$ cat src/rtl/requant_scheduler.sv
// Shared requantization engine: round-robin arbitration over N_CH accumulator lanes
// feeding one multiply / arithmetic-shift / saturate pipeline with a per-channel scale table.
module requant_scheduler #(
  parameter int N_CH      = 4,
  parameter int IN_W      = 32,
  parameter int OUT_W     = 8,
  parameter int MULT_W    = 16,
  parameter int SHIFT_W   = 6,
  parameter int DEF_MULT  = 116,
  parameter int DEF_SHIFT = 16,
  localparam int CH_W     = $clog2(N_CH)
) (
  input  logic                   clk,
  input  logic                   rst_n,
  input  logic                   cfg_we,
  input  logic [CH_W-1:0]        cfg_ch,
  input  logic [MULT_W-1:0]      cfg_mult,
  input  logic [SHIFT_W-1:0]     cfg_shift,
  input  logic [N_CH-1:0]        req_valid,
  input  logic [N_CH*IN_W-1:0]   req_data,
  output logic [N_CH-1:0]        req_ready,
  output logic                   out_valid,
  input  logic                   out_ready,
  output logic [OUT_W-1:0]       out_data,
  output logic [CH_W-1:0]        out_ch,
  output logic                   busy
);

  localparam int PW = IN_W + MULT_W + 1;
  localparam logic signed [PW-1:0] SAT_HI = PW'(2**(OUT_W-1) - 1);
  localparam logic signed [PW-1:0] SAT_LO = -SAT_HI - PW'(1);

  typedef struct packed {
    logic [MULT_W-1:0]  mult;
    logic [SHIFT_W-1:0] shift;
  } scale_t;

  scale_t                  table_q [N_CH];
  logic [CH_W-1:0]         ptr;
  logic                    accept_en;
  logic                    s1_valid;
  logic signed [IN_W-1:0]  s1_data;
  logic [CH_W-1:0]         s1_ch;
  scale_t                  s1_scale;

  logic                    advance;
  logic                    grant_any;
  logic [CH_W-1:0]         grant_ch;
  logic                    handshake;
  logic signed [PW-1:0]    prod;
  logic signed [PW-1:0]    shifted;
  logic [OUT_W-1:0]        sat;

  assign advance   = !out_valid || out_ready;
  assign handshake = grant_any && advance && accept_en;
  assign req_ready = handshake ? (N_CH'(1) << grant_ch) : '0;
  assign busy      = s1_valid || out_valid;

  // Scan downward so the lane closest to ptr is written last and wins.
  always_comb begin
    // NOTE: every always_comb output gets a default first, so no path leaves it unassigned (no latch).
    grant_any = 1'b0;
    grant_ch  = '0;
    for (int k = N_CH - 1; k >= 0; k--) begin
      if (req_valid[ptr + CH_W'(k)]) begin
        // NOTE: blocking assignments in combinational logic; the loop relies on ordered overwrite.
        grant_any = 1'b1;
        grant_ch  = ptr + CH_W'(k);
      end
    end
  end

  always_comb begin
    prod    = $signed({{(PW-IN_W){s1_data[IN_W-1]}}, s1_data})
            * $signed({{(PW-MULT_W){1'b0}}, s1_scale.mult});
    shifted = prod >>> s1_scale.shift;
    sat     = shifted[OUT_W-1:0];
    if (shifted > SAT_HI)      sat = SAT_HI[OUT_W-1:0];
    else if (shifted < SAT_LO) sat = SAT_LO[OUT_W-1:0];
  end

  // NOTE: the scale table is a register array with an async reset because reset must restore
  // runtime-visible defaults; plain data storage would normally be left unreset.
  always_ff @(posedge clk or negedge rst_n) begin
    if (!rst_n) begin
      for (int i = 0; i < N_CH; i++)
        table_q[i] <= '{mult: MULT_W'(DEF_MULT), shift: SHIFT_W'(DEF_SHIFT)};
    end else if (cfg_we) begin
      table_q[cfg_ch] <= '{mult: cfg_mult, shift: cfg_shift};
    end
  end

  // accept_en keeps req_ready low while reset is asserted, even though advance is then 1.
  always_ff @(posedge clk or negedge rst_n) begin
    if (!rst_n) begin
      // NOTE: sequential state uses non-blocking assignments so every register samples pre-edge values.
      accept_en <= 1'b0;
      ptr       <= '0;
      s1_valid  <= 1'b0;
      s1_data   <= '0;
      s1_ch     <= '0;
      s1_scale  <= '0;
      out_valid <= 1'b0;
      out_data  <= '0;
      out_ch    <= '0;
    end else begin
      accept_en <= 1'b1;
      if (handshake) ptr <= grant_ch + CH_W'(1);
      if (advance) begin
        s1_valid  <= handshake;
        out_valid <= s1_valid;
        if (handshake) begin
          s1_data  <= req_data[grant_ch*IN_W +: IN_W];
          s1_ch    <= grant_ch;
          s1_scale <= table_q[grant_ch];
        end
        if (s1_valid) begin
          out_data <= sat;
          out_ch   <= s1_ch;
        end
      end
    end
  end

endmodule
$ cat config.mk
export PLATFORM = sky130hd
export DESIGN_NAME = requant_scheduler
export DESIGN_NICKNAME = d
export VERILOG_FILES = /design/src/rtl/requant_scheduler.sv
export SDC_FILE = /design/constraint.sdc
export NUM_CORES = 2
export LEC_CHECK = 0
export BUFFER_PORTS_ARGS = -buffer_cell sky130_fd_sc_hd__buf_4
export CORE_ASPECT_RATIO = 0.6
export CORE_UTILIZATION = 30
export DETAILED_ROUTE_END_ITERATION = 16
export GPL_TIMING_DRIVEN = 0
export RECOVER_POWER = 25
export SYNTH_ARGS = -nofsm -noshare
export SYNTH_HDL_FRONTEND = slang
export SYNTH_SLANG_ARGS = --single-unit
export TNS_END_PERCENT = 1
$ cat constraint.sdc
create_clock -name clk -period 8.6 [get_ports clk]
set_input_delay 0.43 -clock clk [delete_from_list [all_inputs] [get_ports clk]]
set_output_delay 0.43 -clock clk [all_outputs]
set_load 0.1 [all_outputs]
==> impl_metrics.ini <==
[timing]
slew_headroom_pct = -99.0
worst_slew_pin_slew_ns = 2.99
clock.fmax_ghz = 0.114
setup_viol = 7
slew_violations = 162
finClkSkew_ns = 0.0240
hold_viol_final = 0
post-route-worst-setup-slack_ns = -0.158
setup_tns_ns = -0.941
fin_crit_sh_pct = 102
hold_slack_ns = 0.175
period_minus_slack_ns = 8.76
grt_setup_unrepaired = true

[worst_setup_path]
crit_arrival_ns = 9.18
critical_path_class = reg2reg
worstSetupStartpointType = register
cpMaxStageDelayCell = dfrtp_1
max_stage_delay_ns = 0.58
critPathMaxFanout = 10
cp-end-kind = register
cpMostUsedCell = fa_1
cp.required_ns = 9.03

[floorplan]
ioPinCount = 176
rows = 92
start_util_pct = 30.5
fp.coreArea_um2 = 106000
die_w_um = 425
die-area_um2 = 109000
die_y_um = 256

[logic_synthesis]
ys_seq_elements = 159
netlist_top_cells_area = fa_1, dfrtp_1, and2_1, inv_1, nand2_1
async_reset_ff_share_pct = 100
yosys_warnings = 0
ys_types = 118
synth_area_um2 = 32200
ys_seq_area_share_pct = 12.4
syn_nets = 4603
synth_edf_count = 0
syn_area_per_cell_um2 = 8.41
synth_top_area_share_pct = 30.4
syn_inst = 3833
synth_ff_type = dfrtp_1
yosys.area.top_type = fa_1

[global_routing]
grt_pass1_vias = 30538
grt_max_degree = 116
antenna_found_initial = 9
grt_pass1_wl_mm = 206
grt_use_total_pct = 25.7
grt_overflow_total = 0

[drt]
wl_mm = 140
wl_per_cell_um = 25.2
vias = 30961
routed_via_density = 5.57
ant_nets = 0
drc = 0
drt_first_pass_iters = 6
drt_iter0_markers = 3548

[placed_design]
io_buffers = 175
gp_routability_congestion = 1.02
pre_cts_ws_ns = -2.35
hpwlAfterDp_mm = 115

[cells_and_area]
nets = 4901
drive_above_1_share_pct = 21.3
syn2layout_area_growth_pct = 20.5
layout_commonest_cell = inv_1
ff_latch_area_um2 = 4050
fillers = 10923
final_cell_mix = inv_1, fa_1, nand2_1
multiInputGateArea_um2 = 27000

[job]
drv_cap = 2

[clocking]
clock_latency_ns = 0.51
cts_tree = done
cts.sinks = 159
clk_path_buf_depth = 2
cts-buffers-inserted = 17
path_clk_slew_ns = 0.10
root_buffer = clkbuf_16
htree_num_levels = 4

[hold_path]
hp-class = in2reg

[run_status]
violations = capacitance limit, slew limit, setup timing
status = finished with violations
cell usage after synthesis, types with 15 or more instances:
master / instances
inv_1: 504
fa_1: 489
nand2_1: 427
and2_1: 390
nor2_1: 324
o21ai_0: 196
clkbuf_1: 174
dfrtp_1: 139
ha_1: 121
mux2_2: 106
a21oi_1: 99
nand3_1: 94
nor3_1: 52
nand4_1: 46
mux2i_1: 39
a211oi_1: 36
buf_2: 36
o22ai_1: 25
xnor2_1: 25
o21a_1: 24
buf_1: 22
o211ai_1: 22
dfstp_2: 20
o31ai_1: 19
a21o_1: 17
a31oi_1: 17
a22oi_1: 16
nor4_1: 15
or3_1: 15
stage by stage:
step | area, um^2 | std cells | util, %
final | 38900 | 5555 | 36.7
after global routing | 38800 | 5554 | 36.7
after CTS | 38200 | 5523 | 36.1
after detailed placement | 35400 | 5419 | 33.4
after global placement | 35300 | 5418 | 33.4
after floorplan | 32200 | 3833 | -
area by class of cell:
class	instances	area share [%]
diodes	1	0.00644
clock inverters	15	0.512
well taps	1410	4.54
flip-flops and latches	159	10.4
clock buffers	17	1.09
repair buffers	283	5.68
inverters	507	4.90
multi-input cells	2927	69.4
plain buffers	236	3.47
worst max-delay path: cells and delay by family (launching register included):
family | cells | cell delay (ns)
buffers and inverters | 7 | 1.10
AND/OR/NAND/NOR | 4 | 0.78
flip-flops | 1 | 0.58
XOR/XNOR | 1 | 0.36
adder cells (fa/ha/maj) | 7 | 3.26
AO/OA/AOI/OAI | 10 | 2.58
cells by family (layout without fill, tap and decap cells):
family                     after synthesis  in the layout  share of synthesized area, %
AOI/OAI and AO/OA                      668            668                          14.6
xor gates and xnor gates                34             34                         0.970
adders and majority gates              610            610                          35.1
buffers and inverters                  747           1058                          8.95
DFF                                    159            159                          12.4
muxes                                  157            157                          5.74
other                                    1              2                        0.0116
and+or+nand+nor                       1457           1457                          22.3
registers in the layout, indices dropped and copies added (netlist names):
signal / flops
s1_ch: 2
out_ch: 2
out_data: 8
out_valid: 1
ptr: 2
s1_data: 32
s1_scale: 22
accept_en: 1
s1_valid: 1
table_q: 88
per-layer routing:
metal	GRT usage, %	vias up	share of wire (%)
met4	4.23	14	1.4
met1	38.8	15820	46
met3	13.4	124	16
li1	-	13257	-
met5	0.746	-	0.22
met2	31.5	1746	36
worst paths after layout:
kind                         startpoint           end  slack, ns  cells past startpoint
setup / recovery           s1_scale[19]   out_data[2]      -0.16                     29
hold / removal             cfg_shift[1]   table_q[45]       0.17                      2
setup reg to reg           s1_scale[19]   out_data[2]      -0.16                     29
hold reg to reg                s1_ch[1]      s1_ch[1]       0.50                      2
max in group asynchronous         rst_n  s1_scale[18]       2.65                      3
min in group asynchronous         rst_n   out_data[7]       1.44                      2
repair_timing:
item,CTS,global route
setup endpoints to repair,7,7
buffers inserted,75,31
gates cloned,0,0
pin swaps,76,55
resized for setup,434,98
hold buffers,1,0
hold endpoints to repair,44,0
Power is not shown: default switching activity piles up to over one toggle a cycle in this logic, so the estimate is an artifact.
